$ cat config.mk
export PLATFORM = sky130hd
export DESIGN_NAME = ch_digital_ctrl_gen
export DESIGN_NICKNAME = d
export VERILOG_FILES = /design/src/rtl/ch_digital_ctrl_gen.sv
export SDC_FILE = /design/constraint.sdc
export NUM_CORES = 1
export LEC_CHECK = 0
export BUFFER_PORTS_ARGS = -buffer_cell sky130_fd_sc_hd__buf_4
export CAP_MARGIN = 25
export CORE_UTILIZATION = 40
export DETAILED_ROUTE_END_ITERATION = 10
export PLACE_DENSITY = 0.7
export SYNTH_ARGS = -nofsm -noshare
export SYNTH_HDL_FRONTEND = slang
export SYNTH_SLANG_ARGS = --single-unit
$ cat constraint.sdc
create_clock -name FCLK -period 4.6 [get_ports FCLK]
set_input_delay 0.23 -clock FCLK [delete_from_list [all_inputs] [get_ports FCLK]]
set_output_delay 0.23 -clock FCLK [all_outputs]
set_load 0.01 [all_outputs]
$ cat src/rtl/ch_digital_ctrl_gen.sv
// ch_digital_ctrl_gen: trigger-driven ping-pong SCA bank sequencer; timestamps enabled by TRIG_TIMESTAMP_EN
module ch_digital_ctrl_gen #(
  parameter int NBANK = 4,
  parameter int DELAY_W = 5,
  parameter int ARM_CYCLES = 32,
  parameter int HOLD_W = 4,
  parameter int CNT_W = 10,
  localparam int MODE_W = $clog2(NBANK) + 1,
  localparam int TC_W = $clog2(NBANK + 1)
) (
  input  logic              FCLK,
  input  logic              RST,
  input  logic              INST_START,
  input  logic              INST_STOP,
  input  logic              INST_READOUT,
  input  logic              DISCRIMINATOR_OUTPUT,
  input  logic              DISCRIMINATOR_POLARITY,
  input  logic [MODE_W-1:0] MODE,
  input  logic [DELAY_W-1:0] TRIG_DELAY,
  input  logic [HOLD_W-1:0] HOLDOFF,
  input  logic [TC_W-1:0]   EVT_SEL,
  output logic [NBANK-1:0]  TRIGGER,
  output logic [NBANK-1:0]  TRIGGERC,
  output logic              TRIGGERE,
  output logic              STOP_REQUEST,
  output logic [TC_W-1:0]   TRIG_CNT,
  output logic [TC_W-1:0]   CUR_GRP,
  output logic [CNT_W-1:0]  EVT_TS
);
  localparam int LOG_N = $clog2(NBANK);
  localparam int DLEN = 2 ** DELAY_W - 1;
  localparam int BW = $clog2(ARM_CYCLES + 1);
  typedef enum logic [2:0] {INIT, SAMPLING, TAIL, STOPPED, READOUT} state_t;
  state_t state_q, state_d;
  logic s1_q, s2_q, lvl_q, lvl, trig, sreq_q, sreq_d, trge_q, trge_d;
  logic [DLEN-1:0] dl_q;
  logic [DLEN:0] ch;
  logic [MODE_W-1:0] gs_q, gs_d;
  logic [BW-1:0] blank_q, blank_d;
  logic [HOLD_W-1:0] hold_q, hold_d;
  logic [TC_W-1:0] cnt_q, cnt_d, grp_q, grp_d, ngrp;
  logic [NBANK-1:0] trg_q, trg_d, trgc_q, trgc_d;
  // tap 0 is the synchroniser output, tap n is n cycles further down the line
  assign ch = {dl_q, s2_q};
  assign lvl = ch[TRIG_DELAY] ^ DISCRIMINATOR_POLARITY;
  assign ngrp = TC_W'(NBANK >> gs_q);
  assign trig = state_q == SAMPLING && blank_q == '0 && hold_q == '0 && lvl && !lvl_q;
  always_comb begin
    state_d = state_q;
    gs_d = gs_q;
    cnt_d = cnt_q;
    grp_d = grp_q;
    sreq_d = sreq_q;
    blank_d = blank_q != '0 ? blank_q - BW'(1) : blank_q;
    hold_d = hold_q != '0 ? hold_q - HOLD_W'(1) : hold_q;
    if (INST_START) begin
      state_d = SAMPLING;
      gs_d = MODE > MODE_W'(LOG_N) ? MODE_W'(LOG_N) : MODE;
      cnt_d = '0;
      grp_d = '0;
      sreq_d = 1'b0;
      blank_d = BW'(ARM_CYCLES);
    end else if (INST_STOP) state_d = STOPPED;
    else if (INST_READOUT) state_d = READOUT;
    else if (trig) begin
      cnt_d = cnt_q + TC_W'(1);
      sreq_d = 1'b1;
      hold_d = HOLDOFF;
      state_d = grp_q == ngrp - TC_W'(1) ? TAIL : SAMPLING;
      grp_d = grp_q == ngrp - TC_W'(1) ? grp_q : grp_q + TC_W'(1);
    end
    for (int b = 0; b < NBANK; b++) begin
      trg_d[b] = state_d == SAMPLING ? TC_W'(b >> gs_d) != grp_d : 1'b1;
      trgc_d[b] = state_d == SAMPLING ? TC_W'(b >> gs_d) < grp_d : 1'b1;
    end
    trge_d = !(state_d == SAMPLING || state_d == TAIL);
  end
  always_ff @(posedge FCLK) begin
    if (RST) begin
      state_q <= INIT;
      {s1_q, s2_q, lvl_q, sreq_q} <= '0;
      dl_q <= '0;
      gs_q <= '0;
      blank_q <= '0;
      hold_q <= '0;
      cnt_q <= '0;
      grp_q <= '0;
      trg_q <= '1;
      trgc_q <= '1;
      trge_q <= 1'b1;
    end else begin
      state_q <= state_d;
      s1_q <= DISCRIMINATOR_OUTPUT;
      s2_q <= s1_q;
      dl_q <= ch[DLEN-1:0];
      lvl_q <= lvl;
      sreq_q <= sreq_d;
      gs_q <= gs_d;
      blank_q <= blank_d;
      hold_q <= hold_d;
      cnt_q <= cnt_d;
      grp_q <= grp_d;
      trg_q <= trg_d;
      trgc_q <= trgc_d;
      trge_q <= trge_d;
    end
  end
`ifdef TRIG_TIMESTAMP_EN
  logic [CNT_W-1:0] ts_cnt_q, evt_q;
  logic [CNT_W-1:0] ts_q [NBANK];
  logic acc;
  assign acc = trig && !INST_START && !INST_STOP && !INST_READOUT;
  always_ff @(posedge FCLK) begin
    if (RST) begin
      ts_cnt_q <= '0;
      evt_q <= '0;
      for (int i = 0; i < NBANK; i++) ts_q[i] <= '0;
    end else begin
      ts_cnt_q <= INST_START ? '0 : ts_cnt_q + CNT_W'(1);
      if (acc) ts_q[cnt_q] <= ts_cnt_q;
      evt_q <= EVT_SEL < TC_W'(NBANK) ? ts_q[EVT_SEL] : '0;
    end
  end
  assign EVT_TS = evt_q;
`else
  assign EVT_TS = '0;
`endif
  assign TRIGGER = trg_q;
  assign TRIGGERC = trgc_q;
  assign TRIGGERE = trge_q;
  assign STOP_REQUEST = sreq_q;
  assign TRIG_CNT = cnt_q;
  assign CUR_GRP = grp_q;
endmodule

Word-level counts from Yosys, hierarchy flattened:

Index checks and enable logic that the tools add are counted.

* RAM bits: 0
* word-level logic and storage cells: 79
* bits in read-only memories: 0
* input port bits: 22
* output and inout port bits: 26
* flip-flop bits (word level): 66
* bits in latches: 0
* memories: 0

* reductions and logical operators: 15
* bitwise gates (word level): 4
* equality and inequality tests: 8
* divide/modulo/power cells: 0
* shifts and indexed selects: 5
* order comparisons: 6
* $mul: 0
* add/subtract/negate cells: 5
* muxes and demuxes: 21

Operators with widths (number)
* 3-bit two-way mux: 11
* 4-bit two-way mux: 5
* 3-bit less-than comparator: 4
* 6-bit two-way mux: 2
* 3-bit != test: 4
* 3-bit by 1-bit adder with 3-bit output (second input constant): 2
* 3-bit by 1-bit == test with 1-bit output (second input constant): 2
* 6-bit logical NOT: 1
* 5-bit by 6-bit less-than comparator with 1-bit output (second input constant): 1
* 6-bit nonzero test: 1
* 1-bit by 3-bit right shift with 3-bit output (first input constant): 2
* 2-bit by 3-bit right shift with 3-bit output (first input constant): 2
* 6-bit by 1-bit subtractor with 6-bit output (second input constant): 1
* 1-bit binary-select mux with 5-bit select: 1
* 1-bit logical AND: 4
* 4-bit logical NOT: 1
* 4-bit nonzero test: 1
* 2-bit OR reduction: 2
* 4-bit by 1-bit subtractor with 4-bit output (second input constant): 1
* 3-bit by 2-bit == test with 1-bit output (second input constant): 1
* 3-bit == test: 1
* 3-bit by 2-bit > comparator with 1-bit output (second input constant): 1
* 1-bit inverter: 3
* 3-bit AND reduction: 1
* other kinds (8): 9

Depth between registers and ports, before layout:

Gate-level depths: netlist (run 1).

* depth after elaboration: 12
* depth in mapped cells: 13
* mapped depth without buffers: 13

Least setup slack after synthesis (run 1):

Ideal clock, no wire load.

* path kind: reg2reg
* start point: register gs_q[1]
* end point: register trgc_q[2] (netlist: TRIGGERC[2])
* data arrival time: 2.953 ns
* setup time: 0.079 ns
* cell stages (with the launch flop): 12
* path buffers: 0
* slack: 1.568 ns
* clock period less this slack: 3.032 ns
* data required time: 4.521 ns
* path through: dfxtp_1 or3b_2 ha_1 xor2_1 mux2i_1 a21oi_1 o21ai_0 mux2i_2 mux2i_1 ha_1 nor2b_1 o211ai_1

* longest elaborated chain between the ends: 11
* elaborated cells between the ends (all ways): 19
* those cells by class: add/sub (1); order compare (1); eq/ne (2); shift (2); mux (11); bitwise (1); reduce/logical (1)

RTL lines
* from (decl): line 38 `logic [MODE_W-1:0] gs_q, gs_d;`
* from (signal assigned): line 98 `gs_q <= gs_d;`
* 3-bit by 3-bit right shift with 3-bit output: line 46 `assign ngrp = TC_W'(NBANK >> gs_q);`
* 3-bit by 1-bit subtractor with 3-bit output: line 69, 70
* 3-bit == test: line 69, 70
* 2-bit two-way mux: line 69 `state_d = grp_q == ngrp - TC_W'(1) ? TAIL : SAMPLING;`
* 3-bit two-way mux: line 65 `else if (trig) begin`
* 3-bit two-way mux: line 64 `else if (INST_READOUT) state_d = READOUT;`
* 3-bit two-way mux: line 63 `end else if (INST_STOP) state_d = STOPPED;`
* 3-bit two-way mux: line 56 `if (INST_START) begin`
* 3-bit by 1-bit == test with 1-bit output: line 74 `trgc_d[b] = state_d == SAMPLING ? TC_W'(b >> gs_d) < grp_d : 1'b1;`
* 1-bit inverter (no source line)
* 2-bit OR reduction (no source line)
* to (signal assigned): line 104 `trgc_q <= trgc_d;`
* to (decl): line 42 `logic [NBANK-1:0] trg_q, trg_d, trgc_q, trgc_d;`

Parallel ways exist; a longest one is shown, timed or not.
A chain may end at the register's enable or synchronous reset.

Worst setup path in the final report (run 1):

* start point: register gs_q[1]
* end point: register trgc_q[3] (netlist: TRIGGERC[3])

The elaborated chain is that of the path after synthesis.

==> results of run 1 <==
cell families (layout without fill, tap and decap cells):
kind of cell	count (synthesis)	after routing	share of synthesized area [%]
buffers and inverters	34	62	6.79
multiplexers	25	25	8.62
adder cells (fa/ha/maj)	10	10	4.16
other	1	10	0.125
flip-flops	66	66	44.0
XOR/XNOR	12	12	4.12
AND/OR/NAND/NOR	128	128	23.9
AO/OA/AOI/OAI	41	41	8.29
stage by stage:
| stage | area [um2] | cells | util, % |
|---|---|---|---|
| after floorplan | 3040 | 326 | - |
| after global placement | 3260 | 437 | 44.9 |
| after detailed placement | 3260 | 437 | 44.9 |
| after CTS | 3420 | 453 | 47.2 |
| after global routing | 3420 | 453 | 47.2 |
| final | 3420 | 453 | 47.2 |
critical path: stages, from the launching register on:
cell	delay (ns)
dfxtp_1	0.38
or3b_2	0.48
ha_1	0.22
xor2_1	0.20
mux2i_1	0.11
a21oi_1	0.37
o21ai_0	0.16
mux2i_2	0.28
mux2i_1	0.46
ha_1	0.34
nor2b_1	0.14
o211ai_1	0.15
cell usage after synthesis (all sizes together), types with 4 or more instances:
master and instances:
inv 12, nor2 26, mux2i 24, nand2 14, nand4 6, buf 16
o21ai 9, or3 4, xor2 4, ha 10, nor3 6, a22oi 4
dfxtp 66, clkbuf 6, nor2b 43, nand3 8, xnor2 8, a21oi 15
where the power goes:
group	internal, mW	switching (mW)	total [mW]
Clock	0.194	0.214	0.407
Sequential	0.609	0.0284	0.638
Combinational	0.131	0.150	0.281
Total	0.935	0.392	1.33
flip-flops by register name (all words and copies together), names as in the netlist:
name and count:
s1_q 1, TRIGGERC 4, CUR_GRP 3, hold_q 4, dl_q 31, state_q 3
TRIGGERE 1, TRIG_CNT 3, blank_q 6, STOP_REQUEST 1, lvl_q 1, TRIGGER 4
s2_q 1, gs_q 3
layout make-up:
| type | count | area [um2] | area share [%] |
|---|---|---|---|
| tap | 99 | 124 | 3.62 |
| sequential | 66 | 1320 | 38.6 |
| clock buffer | 11 | 131 | 3.84 |
| clock inverter | 5 | 31.3 | 0.914 |
| inverter | 12 | 45.0 | 1.32 |
| multi-input combinational | 226 | 1510 | 44.2 |
| timing repair buffer | 34 | 255 | 7.46 |
final timing paths:
check,start,endpoint
worst max-delay path,gs_q[1],TRIGGERC[3]
worst min-delay path,DISCRIMINATOR_OUTPUT,s1_q
worst max register to register,gs_q[1],TRIGGERC[3]
worst min register to register,s1_q,s2_q
metal layers:
layer	up-vias	part of all wire [%]	GRT usage [%]
met2	47	46	25.1
li1	1129	-	-
met3	2	4.0	5.60
met5	-	0	0
met4	0	0.40	3.96
met1	1010	49	17.5
==> flow_metrics.py, run 1 <==
metrics = {
    "floorplanning": {
        "die_w_um": 88.7,
        "initial_core_util_pct": 41.4,
        "die_area_mm2": 0.00786,
        "fp-row-count": 31,
        "io_pins": 48,
        "core_mm2": 0.00725,
        "dieHeight_um": 88.7,
    },
    "clocking": {
        "clkLatencyLatePin_ns": 0.33,
        "cts-root-buf": "clkbuf_8",
        "postCtsHoldBufs": 0,
        "numCtsBuffers": 9,
        "htree_levels": 3,
        "cts.clk_slew.worst_paths_ns": 0.07,
        "ctsResizeCount": 0,
        "cts.sinks": 66,
        "cts_tree": "yes",
        "postCtsSetupBuffers": 0,
        "cts.path.max_buffers": 2,
    },
    "layout": {
        "fillers": 711,
        "final_common_cell": "dfxtp_1",
        "antenna_cells": 0,
        "layout-drive-gt1-share_pct": 15.5,
        "area_delta_synth_final_pct": 13.9,
        "final_cell_mix": "dfxtp_1, nor2b_1, buf_4, nor2_1, mux2i_1",
        "nNetsFinal": 381,
    },
    "sta": {
        "fin_crit_ns": 3.37,
        "worst_slack_ns": 1.23,
        "clock.fmax_mhz": 297,
        "drv_slew": 0,
        "setup_violations": 0,
        "hold_slack_ns": 0.107,
        "hold_viol": 0,
        "relSlewSlack_pct": 53.6,
        "fin_skew_ns": 0.0101,
        "rsz0062_at_grt": "no",
        "tightest_slew_ns": 0.677,
        "final.setup.tns_ns": 0,
        "period_share_pct": 73.3,
    },
    "grt": {
        "grt_pass1_vias": 2042,
        "grt.total_usage_pct": 14.8,
        "grt_antenna_before_repair": 0,
        "grt_max_degree": 50,
        "overflow": 0,
        "grt_pass1_wl_um": 8870,
    },
    "route": {
        "antenna_left": 0,
        "first_iter_violations": 59,
        "routed_wl_um": 5210,
        "via_per_inst": 4.83,
        "avgRoutedWirePerCell_um": 11.5,
        "vias": 2188,
        "drc": 0,
        "dr.pass1.iters": 4,
    },
    "logic_synthesis": {
        "synth-edff-count": 0,
        "yosysWarnings": 0,
        "syn-cell-area_mm2": 0.00300,
        "synth_top_area_share_pct": 44.0,
        "synth_seq_cells": 66,
        "netlist_top_cells_area": "dfxtp_1, nor2b_1, mux2i_1, ha_1, nor2_1",
        "postSynth.asyncResetShare_pct": 0,
        "ys.flop_type": "dfxtp_1",
        "avgSynthCellArea_um2": 9.48,
        "ys_types": 49,
        "synth_seq_area_share_pct": 44.0,
        "synth_top_area_cell": "dfxtp_1",
        "syn-instance-count": 317,
    },
    "place": {
        "dp_slack_ns": 1.23,
        "portBuffers": 34,
        "gp_congestion": 0.752,
        "dpl.hpwl_um": 3610,
    },
    "worst_setup_path": {
        "crit_path_max_fanout": 6,
        "end_kind": "register",
        "cp.required_ns": 4.86,
        "crit_type": "reg -> reg",
        "cp-start-kind": "register",
        "reg2regPathDepth": 11,
        "arrival_ns": 3.63,
        "r2r_setup_slack_ns": 1.23,
    },
    "worst_hold_path": {
        "hold_path_class": "in -> reg",
        "whs_path_depth": 2,
    },
    "power": {
        "ir_worst_vdd_mv": 0.240,
        "powerDensity_mw_per_mm2": 388,
        "leakage_nw": 1.41,
        "power.total_mw": 1.33,
    },
    "job": {
        "drv_cap": 0,
    },
    "status": {
        "status": "complete, no violations",
    },
}
No activity file was read; power rests on OpenSTA's default activity.
==> inputs of run 2 (changes only) <==
==> constraint.sdc (replaced) <==
create_clock -name FCLK -period 3.3 [get_ports FCLK]
set_input_delay 0.165 -clock FCLK [delete_from_list [all_inputs] [get_ports FCLK]]
set_output_delay 0.165 -clock FCLK [all_outputs]
set_load 0.01 [all_outputs]
==> flow_metrics.py, run 2 (same netlist as run 1, synthesis figures left out) <==
metrics = {
    "sta": {
        "fin_skew_ns": 0.00655,
        "rsz0062_at_grt": "no",
        "drv_slew": 0,
        "hold_viol": 0,
        "clock.fmax_mhz": 329,
        "final.setup.tns_ns": 0,
        "period_share_pct": 92.0,
        "setup_violations": 0,
        "fin_crit_ns": 3.04,
    },
    "grt": {
        "grt_max_degree": 50,
        "grt.total_usage_pct": 15.1,
        "grt_antenna_before_repair": 0,
        "grt_pass1_vias": 2092,
        "grt_pass1_wl_um": 9040,
        "overflow": 0,
    },
    "floorplanning": {
        "initial_core_util_pct": 41.4,
        "dieHeight_um": 88.7,
        "die_area_mm2": 0.00786,
        "io_pins": 48,
        "core_mm2": 0.00725,
        "die_w_um": 88.7,
        "fp-row-count": 31,
    },
    "worst_setup_path": {
        "crit_path_start": "gs_q[1]",
        "r2r_start": "gs_q[1]",
        "slowest_delay_ns": 0.48,
        "cpMaxStageDelayCell": "or3b_2",
        "path_cells": "or3b_2, ha_1, xor2_1, mux2i_1, a21oi_2, o21ai_0, mux2i_2, mux2i_1, inv_1, ha_1, nor2b_1, o211ai_1",
        "crit_path_max_fanout": 6,
        "r2r_setup_slack_ns": 0.26,
        "cp.required_ns": 3.51,
        "end_kind": "register",
        "r2r-end": "TRIGGERC[2]",
        "arrival_ns": 3.24,
        "crit_buf_inv": 1,
        "cp-start-kind": "register",
        "cp_top_family": "multiplexers",
        "reg2regPathDepth": 12,
        "crit_type": "reg -> reg",
    },
    "power": {
        "clkPwrFrac_pct": 37.7,
        "leakage_nw": 1.46,
        "ir_worst_vdd_mv": 0.341,
        "swShare_pct": 26.1,
        "p_sw_mw": 0.536,
        "pwr-share-comb_pct": 19.1,
        "p_int_mw": 1.52,
        "power.total_mw": 2.06,
        "seqPwrFrac_pct": 43.1,
        "powerDensity_mw_per_mm2": 583,
    },
    "route": {
        "dr.pass1.iters": 4,
        "avgRoutedWirePerCell_um": 11.4,
        "first_iter_violations": 91,
        "via_per_inst": 4.87,
        "drc": 0,
        "routed_wl_um": 5200,
        "vias": 2224,
        "antenna_left": 0,
    },
    "layout": {
        "final_cell_mix": "dfxtp_1, nor2b_1, buf_4, nor2_1, mux2i_1",
        "design_area_mm2": 0.00353,
        "top_regs": "dl_q x31, blank_q x6",
        "area_delta_synth_final_pct": 17.5,
        "final_common_cell": "dfxtp_1",
        "top_register": "dl_q",
        "fillers": 684,
        "antenna_cells": 0,
        "layout-drive-gt1-share_pct": 17.3,
        "nNetsFinal": 385,
        "largest_reg_flops": 31,
    },
    "worst_hold_path": {
        "whs_path_depth": 2,
        "hold_start": "DISCRIMINATOR_OUTPUT",
        "hold_path_class": "in -> reg",
        "whs_endpoint": "s1_q",
    },
    "status": {
        "status": "complete, no violations",
    },
    "clocking": {
        "htree_levels": 3,
        "cts.path.max_buffers": 2,
        "cts_tree": "yes",
        "cts-root-buf": "clkbuf_8",
        "clkLatencyLatePin_ns": 0.33,
        "numCtsBuffers": 9,
        "cts.clk_slew.worst_paths_ns": 0.07,
        "cts.sinks": 66,
    },
    "place": {
        "dpl.hpwl_um": 3650,
        "place_area_mm2": 0.00329,
        "portBuffers": 34,
        "gp_congestion": 0.786,
    },
    "job": {
        "drv_cap": 0,
    },
}
-- run 2: changes by cell type in the layout (fill, tap and decap cells not counted) --
cell	change
buf_4	+4
clkbuf_8	+3
bufinv_16	+2
clkbuf_1	-2
clkinv_2	-2
a21oi_1	-1
a21oi_2	+1
clkinv_4	-1
-- run 2: routing by layer --
metal | vias to the layer above | wire [um] | GRT usage [%]
li1 | 1133 | - | -
met1 | 1043 | 2430 | 17.2
met2 | 43 | 2490 | 25.9
met3 | 5 | 222 | 6.44
met4 | 0 | 61 | 4.40
met5 | - | 0 | 0
-- run 2: what timing repair did --
item,in CTS,in global routing
setup endpoints to repair,0,6
gates resized for setup,0,1
hold buffers,0,0
setup buffers,0,0
-- run 2: power groups by stage --
stage	sequential, mW	combinational [mW]	clock [mW]
6_report	0.888	0.394	0.777
3_3_place_gp	0.904	0.385	0
3_5_place_dp	0.906	0.394	0
5_1_grt	0.895	0.456	0.845
4_1_cts	0.888	0.398	0.801
2_1_floorplan	0.903	0.323	0
-- run 2: final cells by class --
type | count | area, um2 | share of cell area [%]
clock buffers | 12 | 165 | 4.68
clock inverters | 4 | 72.6 | 2.06
inverters | 12 | 45.0 | 1.28
multi-input cells | 226 | 1520 | 43.0
flip-flops and latches | 66 | 1320 | 37.4
well taps | 99 | 124 | 3.51
repair buffers | 38 | 285 | 8.08
-- run 2: worst max-delay path by stage --
stage                             end  slack [ns]  cells after the start
after detailed placement  TRIGGERC[2]        0.16                     12
after floorplan           TRIGGERC[2]        0.27                     11
after global placement    TRIGGERC[2]        0.25                     12
after global routing      TRIGGERC[3]        0.02                     12
final                     TRIGGERC[2]        0.26                     12
after CTS                 TRIGGERC[2]        0.15                     12
-- run 2: through the flow --
stage	hold slack [ns]	utilization [%]	setup WS (ns)	std cells
floorplan	0.257	-	0.268	326
global placement	0.378	45.3	0.246	441
detailed placement	0.398	45.3	0.162	441
CTS	0.0312	48.6	0.149	457
global route	0.0243	48.7	0.0198	457
finish	0.0491	48.7	0.263	457
